## src/rtl/serial_full_subtractor.sv

```systemverilog
// Bit-serial a - b - b_in, one full-subtractor cell, LSB first.
// Result is shifted into the vacated MSBs of the minuend register.
module serial_full_subtractor #(
  parameter int WIDTH = 8
) (
  input  logic             clk,
  input  logic             rst,
  input  logic             start,
  input  logic [WIDTH-1:0] a,
  input  logic [WIDTH-1:0] b,
  input  logic             b_in,
  output logic             busy,
  output logic             done,
  output logic [WIDTH-1:0] diff,
  output logic             b_out,
  output logic             ovf
);

  typedef enum logic [1:0] {
    IDLE  = 2'd0,
    SHIFT = 2'd1,
    DONE  = 2'd2
  } state_t;

  state_t           r_state;
  state_t           w_next;
  logic [WIDTH-1:0] r_a;
  logic [WIDTH-1:0] r_b;
  logic             r_br;
  logic [5:0]       r_cnt;
  logic [WIDTH-1:0] r_diff;
  logic             r_bout;
  logic             r_ovf;

  logic             w_ai;
  logic             w_bi;
  logic             w_d;
  logic             w_br_next;
  logic             w_last;
  logic             w_accept;
  logic [WIDTH-1:0] w_a_next;
  logic [WIDTH-1:0] w_b_next;

  assign w_ai      = r_a[0];
  assign w_bi      = r_b[0];
  assign w_d       = w_ai ^ w_bi ^ r_br;
  assign w_br_next = (~w_ai & w_bi) | (~(w_ai ^ w_bi) & r_br);
  assign w_last    = (r_cnt == 6'(WIDTH - 1));
  assign w_accept  = start && ((r_state == IDLE) || (r_state == DONE));

  generate
    if (WIDTH == 1) begin : g_w1
      assign w_a_next = w_d;
      assign w_b_next = 1'b0;
    end else begin : g_wn
      assign w_a_next = {w_d, r_a[WIDTH-1:1]};
      assign w_b_next = {1'b0, r_b[WIDTH-1:1]};
    end
  endgenerate

  // State register
  always_ff @(posedge clk) begin
    if (rst) r_state <= IDLE;
    else     r_state <= w_next;
  end

  // Next-state and status outputs
  always_comb begin
    w_next = r_state;
    busy   = 1'b0;
    done   = 1'b0;
    unique case (r_state)
      IDLE: begin
        if (start) w_next = SHIFT;
      end
      SHIFT: begin
        busy = 1'b1;
        if (w_last) w_next = DONE;
      end
      DONE: begin
        done   = 1'b1;
        w_next = start ? SHIFT : IDLE;
      end
      default: w_next = IDLE;
    endcase
  end

  // Operand load, per-bit step and result capture on the last bit
  always_ff @(posedge clk) begin
    if (rst) begin
      r_a    <= '0;
      r_b    <= '0;
      r_br   <= 1'b0;
      r_cnt  <= '0;
      r_diff <= '0;
      r_bout <= 1'b0;
      r_ovf  <= 1'b0;
    end else if (w_accept) begin
      r_a   <= a;
      r_b   <= b;
      r_br  <= b_in;
      r_cnt <= '0;
    end else if (r_state == SHIFT) begin
      r_a   <= w_a_next;
      r_b   <= w_b_next;
      r_br  <= w_br_next;
      r_cnt <= r_cnt + 6'd1;
      if (w_last) begin
        r_diff <= w_a_next;
        r_bout <= w_br_next;
        r_ovf  <= r_br ^ w_br_next;
      end
    end
  end

  assign diff  = r_diff;
  assign b_out = r_bout;
  assign ovf   = r_ovf;

endmodule

```

## config.mk

```make
export PLATFORM = sky130hd
export DESIGN_NAME = serial_full_subtractor
export DESIGN_NICKNAME = d
export VERILOG_FILES = /design/src/rtl/serial_full_subtractor.sv
export SDC_FILE = /design/constraint.sdc
export NUM_CORES = 1
export LEC_CHECK = 0
export CORE_MARGIN = 1
export CORE_UTILIZATION = 45
export DETAILED_ROUTE_END_ITERATION = 12
export GPL_ROUTABILITY_DRIVEN = 0
export PLACE_DENSITY = 0.76
export SYNTH_ARGS = -nofsm -noshare
export SYNTH_HDL_FRONTEND = slang
export SYNTH_SLANG_ARGS = --single-unit
```

## constraint.sdc

```tcl
create_clock -name clk -period 1.37 [get_ports clk]
set_input_delay 0.2055 -clock clk [delete_from_list [all_inputs] [get_ports clk]]
set_output_delay 0.2055 -clock clk [all_outputs]
set_load 0.005 [all_outputs]
```

Yosys cells after proc, flatten, opt, wreduce, memory -nomap -nowiden
Cells that the tools add are included.

Flip-flop bits (word level): 35. Input port bits: 20.

Add/subtract/negate cells: 1. Eq/ne operators: 5. Muxes and demuxes: 12. Bitwise gates (word level): 9. Reductions and logical operators: 7.

Operators with widths (count): $mux 8 (4); $add 6x1->6 const B (1); $eq 6x3->1 const B (1); $pmux 2 s3 (1); $mux 1 (5); $mux 2 (2); $ne 2x2->1 const B (2); $not 1->1 (3); $reduce_and 3->1 (1); $xor 1x1->1 (3); $and 1x1->1 (2); $eq 2x1->1 const B (1); $eq 2x2->1 const B (1); $logic_not 2->1 (1); $reduce_and 2->1 (1); $reduce_bool 2->1 (1); $reduce_or 2->1 (1); $logic_and 1x1->1 (1); $logic_or 1x1->1 (1); $or 1x1->1 (1).

Logic depth before layout (Yosys ltp)
Gate-level depths: netlist of run 1.

Depth after elaboration: 6. Gate-level depth with buffers: 5. Gate-level depth less buffers: 5.

Worst setup path before layout of run 1
Ideal clock, no wire load.

Path type: flip-flop to flip-flop. Start point: register r_cnt[0]. End point: register r_diff[2] (netlist: diff[2]). Data arrival time: 1.250 ns. Required time: 1.254 ns. Path slack: 0.004 ns. Cell stages (with the launch flop): 6. Cell sequence: dfxtp_1 ha_1 nor4b_4 buf_2 a21oi_1 a31o_2.

Longest elaborated chain between the ends: 2.

RTL lines: start, declared (RTL line 30) `logic [5:0] r_cnt;`; start signal, assigned (RTL line 107) `r_cnt <= r_cnt + 6'd1;`; $eq 6x3->1 (RTL line 48) `assign w_last = (r_cnt == 6'(WIDTH - 1));`; $reduce_and 3->1 (no source line); end signal, assigned (RTL line 109) `r_diff <= w_a_next;`; end, declared (RTL line 31) `logic [WIDTH-1:0] r_diff;`.

No other way between the ends. A chain may end at the register's enable or synchronous reset.

Worst setup path after layout of run 1
Start point: register r_cnt[3]. End point: register r_diff[3] (netlist: diff[3]).

The elaborated chain is that of the path after synthesis.

==> flow_metrics.env, run 1 <==
export IMPL_row_count=20
export IMPL_antenna_cells=0
export IMPL_coreArea_um2=3150
export IMPL_synth_edf_count=0
export IMPL_drt_wirelength_per_cell_um=14.6
export IMPL_crit_chain="nor4b_4 -> buf_4 -> a21oi_1 -> a31o_2"
export IMPL_clkLatencyLatePin_ns=0.35
export IMPL_path_class="reg2reg"
export IMPL_synthCells=174
export IMPL_slew_violations=0
export IMPL_p_per_area_nw_per_um2=921
export IMPL_io_pins=32
export IMPL_syn_nets=196
export IMPL_status="completed"
export IMPL_grt_pass1_vias=1422
export IMPL_tritoncts="yes"
export IMPL_synth_fa_ha_area_frac=0.0212
export IMPL_finClkSkew_ns=0.00935
export IMPL_fin_hold_ws_ns=0.419
export IMPL_cts_hold_buf=0
export IMPL_cap_violations=0
export IMPL_syn_avg_cell_area_um2=8.82
export IMPL_cp_start_kind="register"
export IMPL_rsz0062_at_grt="yes"
export IMPL_crit_slowest_cell="dfxtp_1"
export IMPL_max_stage_delay_ns=0.39
export IMPL_synthSimpleGateAreaFrac=0.210
export IMPL_cts_path_max_buffers=2
export IMPL_required_ns=1.63
export IMPL_cts_root_buf="clkbuf_4"
export IMPL_synthFlopType="dfxtp_1"
export IMPL_synth_compound_area_frac=0.221
export IMPL_grt_pass1_wl_um=6150
export IMPL_dieWidth_um=60.4
export IMPL_pre_cts_slack_ns=-0.0631
export IMPL_setup_viol=0
export IMPL_timing_fmax_mhz=755
export IMPL_syn_cell_area_um2=1530
export IMPL_post_route_period_util=0.967
export IMPL_grt_antenna_before_repair=0
export IMPL_synth_distinct_cells=35
export IMPL_io_buffers=31
export IMPL_initial_utilization=0.487
export IMPL_cts_buffers_inserted=5
export IMPL_synth_xor_area_frac=0.0171
export IMPL_die_area_um2=3650
export IMPL_ir_worst_vdd_mv=0.607
export IMPL_end_kind="register"
export IMPL_dp_hpwl_um=2600
export IMPL_cts_sinks=35
export IMPL_via_count=1445
export IMPL_tns_ns=0
export IMPL_reg2reg_slack_ns=0.04
export IMPL_synthMuxAreaShare=0.0196
export IMPL_final_common_cell="dfxtp_1"
export IMPL_synth_top_family_by_area="compound AO/OA/AOI/OAI gates"
export IMPL_drive_gt1_frac=0.263
export IMPL_clk_pin_slew_ns=0.11
export IMPL_final_cell_mix="dfxtp_1, clkdlybuf4s50_1, a21oi_1, nand2_1, buf_4"
export IMPL_ys_async_sr_fraction=0
export IMPL_arrival_ns=1.58
export IMPL_layout_setup_ws_ns=0.0448
export IMPL_grt_overflow=0
export IMPL_layout_min_cycle_time_ns=1.33
export IMPL_grt_max_degree=28
export IMPL_viasPerCell=5.54
export IMPL_ys_ff_latch=35
export IMPL_first_iter_violations=65
export IMPL_grt_total_usage=0.232
export IMPL_crit_path_max_fanout=5
export IMPL_ys_warn_count=0
export IMPL_tightest_slew_ns=0.287
export IMPL_ys_seq_area_frac=0.457
export IMPL_fp_dieH_um=60.4
export IMPL_nNetsFinal=240
export IMPL_dr_pass1_iters=6
export IMPL_wl_um=3820
export IMPL_drtAntennaViolNets=0
export IMPL_hp_class="in2reg"
export IMPL_drc_errors=0
export IMPL_hold_viol_final=0
export IMPL_fin_util=0.669
export IMPL_relSlewSlack=0.808
export IMPL_p_leak_nw=0.848
export IMPL_h_tree_depth=2
export IMPL_area_growth_pct=37.5
path summary, 6_finish.rpt:
path	from	endpoint	cells past startpoint
worst max register to register	r_cnt[3]$_SDFFE_PP0P_	diff[3]$_SDFFE_PP0P_	4
worst max-delay path	r_cnt[3]$_SDFFE_PP0P_	diff[3]$_SDFFE_PP0P_	4
worst min register to register	ovf$_SDFFE_PP0P_	ovf$_SDFFE_PP0P_	2
worst min-delay path	b[7]	r_b[7]$_SDFFE_PP0P_	3
stage by stage:
step,area [um2],total power [mW],instances
floorplan,1530,1.28,174
global placement,1990,1.42,250
detailed placement,1990,1.43,250
CTS,2060,1.93,258
global route,2110,2.02,261
finish,2110,1.94,261
routing by layer:
layer / vias up / routed length, um / global-route usage
met1: 702 / 1610 / 0.245
met5: - / 0 / 0
met2: 28 / 2010 / 0.421
met4: 0 / 53 / 0.110
met3: 7 / 146 / 0.0704
li1: 708 / - / -
critical path, delay by kind of cell, from the launching register on:
| family | cells | cell delay, ns |
|---|---|---|
| compound gates | 2 | 0.27 |
| buf+inv | 1 | 0.20 |
| flops | 1 | 0.39 |
| simple gates | 1 | 0.37 |
repair_timing:
action	4_1_cts	5_1_grt
cloned	0	1
buffers inserted	2	2
pin swaps	0	2
gates resized for setup	29	12
setup endpoints to repair	23	14
flip-flops by register name, summed over array words and instances (netlist names):
signal / flops
b_out: 1
r_a: 8
diff: 8
r_state: 2
r_b: 8
r_br: 1
ovf: 1
r_cnt: 6
area by class of cell:
class / count / area [um2]
fill: 274 / 1040
multi-input combinational: 120 / 785
sequential: 35 / 719
timing repair buffer: 52 / 494
tap: 44 / 55.1
clock buffer: 6 / 41.3
inverter: 4 / 15.0
synthesized netlist by cell type (2+ instances only):
master     n  area share
o21ai_0    8       0.026
or3_1      2      0.0082
a31oi_1    8       0.033
a31o_2     8       0.046
nand2_1   17       0.042
nand2b_1  10       0.041
nor3_1     7       0.023
clkbuf_1   4      0.0098
a21oi_1   17       0.055
xnor2_1    2       0.011
buf_2     10       0.033
nand3_1   11       0.036
inv_1      3      0.0073
mux2i_1    3       0.020
and3_1     3       0.012
dfxtp_1   35        0.46
a211oi_1   2      0.0098
o22ai_1    2      0.0082
a22oi_1    6       0.029
where the power goes:
part / leakage, nW / switching, mW / total, mW / internal (mW)
logic: 0.532 / 0.149 / 0.320 / 0.171
clock network: 0.0242 / 0.339 / 0.521 / 0.182
registers: 0.292 / 0.0371 / 1.10 / 1.07
cell families (layout without fill, tap and decap cells):
| kind of cell | Yosys count | in the layout |
|---|---|---|
| buf+inv | 19 | 62 |
| flops | 35 | 35 |
| simple gates | 58 | 58 |
| mux | 3 | 3 |
| compound gates | 54 | 54 |
| xor+xnor | 3 | 3 |
| fa+ha+maj | 2 | 2 |
No activity file was read; power rests on OpenSTA's default activity.
==> run 2, diff against run 1 <==
- REMOVE_ABC_BUFFERS: unset -> 1
==> run 2 against run 1 <==
First-iteration DRC count is 57% lower. Sequential power hardly changed. Via count is 0.76% lower.
==> flow_metrics.env, run 2 (same netlist as run 1, synthesis figures left out) <==
export IMPL_power_share_clock=0.398
export IMPL_relSlewSlack=0.829
export IMPL_dp_cells=258
export IMPL_coreArea_um2=3150
export IMPL_reg2reg_slack_ns=0.06
export IMPL_hold_viol_final=0
export IMPL_arrival_ns=1.55
export IMPL_cap_violations=0
export IMPL_max_stage_delay_ns=0.34
export IMPL_grt_total_usage=0.227
export IMPL_timing_fmax_mhz=763
export IMPL_pre_cts_slack_ns=-0.0468
export IMPL_crit_slowest_cell="dfxtp_2"
export IMPL_multiInputGateArea_um2=773
export IMPL_comb_power_share=0.137
export IMPL_nNetsFinal=245
export IMPL_viasPerCell=5.35
export IMPL_dr_pass1_iters=4
export IMPL_clkLatencyLatePin_ns=0.35
export IMPL_antenna_cells=0
export IMPL_seqPwrFrac=0.465
export IMPL_fin_area_um2=2190
export IMPL_initial_utilization=0.487
export IMPL_cp_num_buf_inv=2
export IMPL_p_leak_nw=0.895
export IMPL_r2r_end="diff[1]$_SDFFE_PP0P_"
export IMPL_io_buffers=31
export IMPL_area_growth_pct=42.8
export IMPL_clk_pin_slew_ns=0.11
export IMPL_grt_pass1_wl_um=6000
export IMPL_tritoncts="yes"
export IMPL_final_common_cell="buf_4"
export IMPL_cts_path_max_buffers=2
export IMPL_dp_hpwl_um=2600
export IMPL_nFillCells=286
export IMPL_wl_um=3780
export IMPL_fp_dieH_um=60.4
export IMPL_tightest_slew_ns=0.256
export IMPL_status="completed"
export IMPL_grt_antenna_before_repair=0
export IMPL_end_kind="register"
export IMPL_grt_pass1_vias=1340
export IMPL_grt_max_degree=28
export IMPL_crit_chain="buf_4 -> and3b_2 -> and2_4 -> buf_4 -> a31o_2"
export IMPL_timing_rr_start="r_state[1]$_SDFFE_PP0P_"
export IMPL_drc_errors=0
export IMPL_setup_viol=0
export IMPL_swShare=0.237
export IMPL_cp_start_kind="register"
export IMPL_ir_worst_vdd_mv=0.818
export IMPL_layout_setup_ws_ns=0.0599
export IMPL_via_count=1434
export IMPL_layout_min_cycle_time_ns=1.31
export IMPL_dpl_cell_area_um2=2050
export IMPL_whs_endpoint="r_b[7]$_SDFFE_PP0P_"
export IMPL_reg2reg_depth=5
export IMPL_crit_family="simple AND/OR/NAND/NOR gates"
export IMPL_first_iter_violations=28
export IMPL_cts_buffers_inserted=5
export IMPL_hp_class="in2reg"
export IMPL_path_class="reg2reg"
export IMPL_required_ns=1.61
export IMPL_slew_violations=0
export IMPL_cts_root_buf="clkbuf_4"
export IMPL_post_route_period_util=0.956
export IMPL_hp_start="b[7]"
export IMPL_dieWidth_um=60.4
export IMPL_io_pins=32
export IMPL_row_count=20
export IMPL_finClkSkew_ns=0.0116
export IMPL_seq_area_um2=717
export IMPL_worstHoldPathCells=3
export IMPL_die_area_um2=3650
export IMPL_finalNonFillerCells=268
export IMPL_p_sw_uw=560
export IMPL_h_tree_depth=2
export IMPL_grt_overflow=0
export IMPL_crit_path_max_fanout=5
export IMPL_fin_util=0.695
export IMPL_final_cell_mix="buf_4, dfxtp_1, clkdlybuf4s50_1, a21oi_1, nand2_1"
export IMPL_cpMostUsedCell="buf_4"
export IMPL_cts_hold_buf=0
export IMPL_drive_gt1_frac=0.277
export IMPL_drtAntennaViolNets=0
export IMPL_cts_sinks=35
export IMPL_drt_wirelength_per_cell_um=14.1
export IMPL_p_per_area_nw_per_um2=1080
export IMPL_p_int_mw=1.81
[run 2: area by class of cell]
type | count | area share
Sequential cell | 35 | 0.327
Tap cell | 44 | 0.0251
Multi-Input combinational cell | 120 | 0.353
Timing Repair Buffer | 57 | 0.240
Clock buffer | 5 | 0.0171
Inverter | 4 | 0.00685
Clock inverter | 3 | 0.0308
[run 2: metrics by stage]
step	TNS, ns	hold slack, ns	power [mW]
6_report	0	0.424	2.37
5_1_grt	-0.0165	0.443	2.47
4_1_cts	0	0.408	2.38
3_5_place_dp	-0.136	0.448	1.44
3_3_place_gp	-0.0430	0.440	1.43
2_1_floorplan	-2.29	0.275	1.26
[run 2: worst max path at each step]
stage	slack, ns	to	start	depth (start not counted)
finish	0.06	diff[1]$_SDFFE_PP0P_	r_state[1]$_SDFFE_PP0P_	5
global route	-0.007	diff[2]$_SDFFE_PP0P_	r_cnt[0]$_SDFFE_PP0P_	5
CTS	0.008	diff[5]$_SDFFE_PP0P_	r_cnt[1]$_SDFFE_PP0P_	5
detailed placement	-0.05	r_cnt[3]$_SDFFE_PP0P_	start	5
global placement	-0.02	r_cnt[3]$_SDFFE_PP0P_	start	5
floorplan	-0.18	r_cnt[5]$_SDFFE_PP0P_	r_state[1]$_SDFFE_PP0P_	3
[run 2: power groups by stage]
stage / Clock, mW / Combinational (mW) / Sequential, mW
floorplan: 0 / 0.145 / 1.11
CTS: 0.952 / 0.324 / 1.10
global route: 1.00 / 0.356 / 1.11
finish: 0.942 / 0.325 / 1.10
global placement: 0 / 0.311 / 1.12
detailed placement: 0 / 0.320 / 1.12
[run 2: what timing repair did]
item | CTS | global route
cloned | 0 | 0
setup endpoints to repair | 14 | 12
buffers inserted | 2 | 0
gates resized for setup | 27 | 7
pin swaps | 0 | 1
[run 2: routing by layer]
layer	global-route usage	vias to the layer above	wire, um	share of wire
met2	0.411	34	1930	0.51
met3	0.0640	6	183	0.048
li1	-	722	-	-
met4	0.0698	0	46	0.012
met1	0.256	672	1620	0.43
met5	0	-	0	0
[run 2: tightest hold or removal path: cells and delay by family]
kind	cells	cell delay, ns
buf+inv	1	0.41
simple gates	1	0.06
compound gates	1	0.05
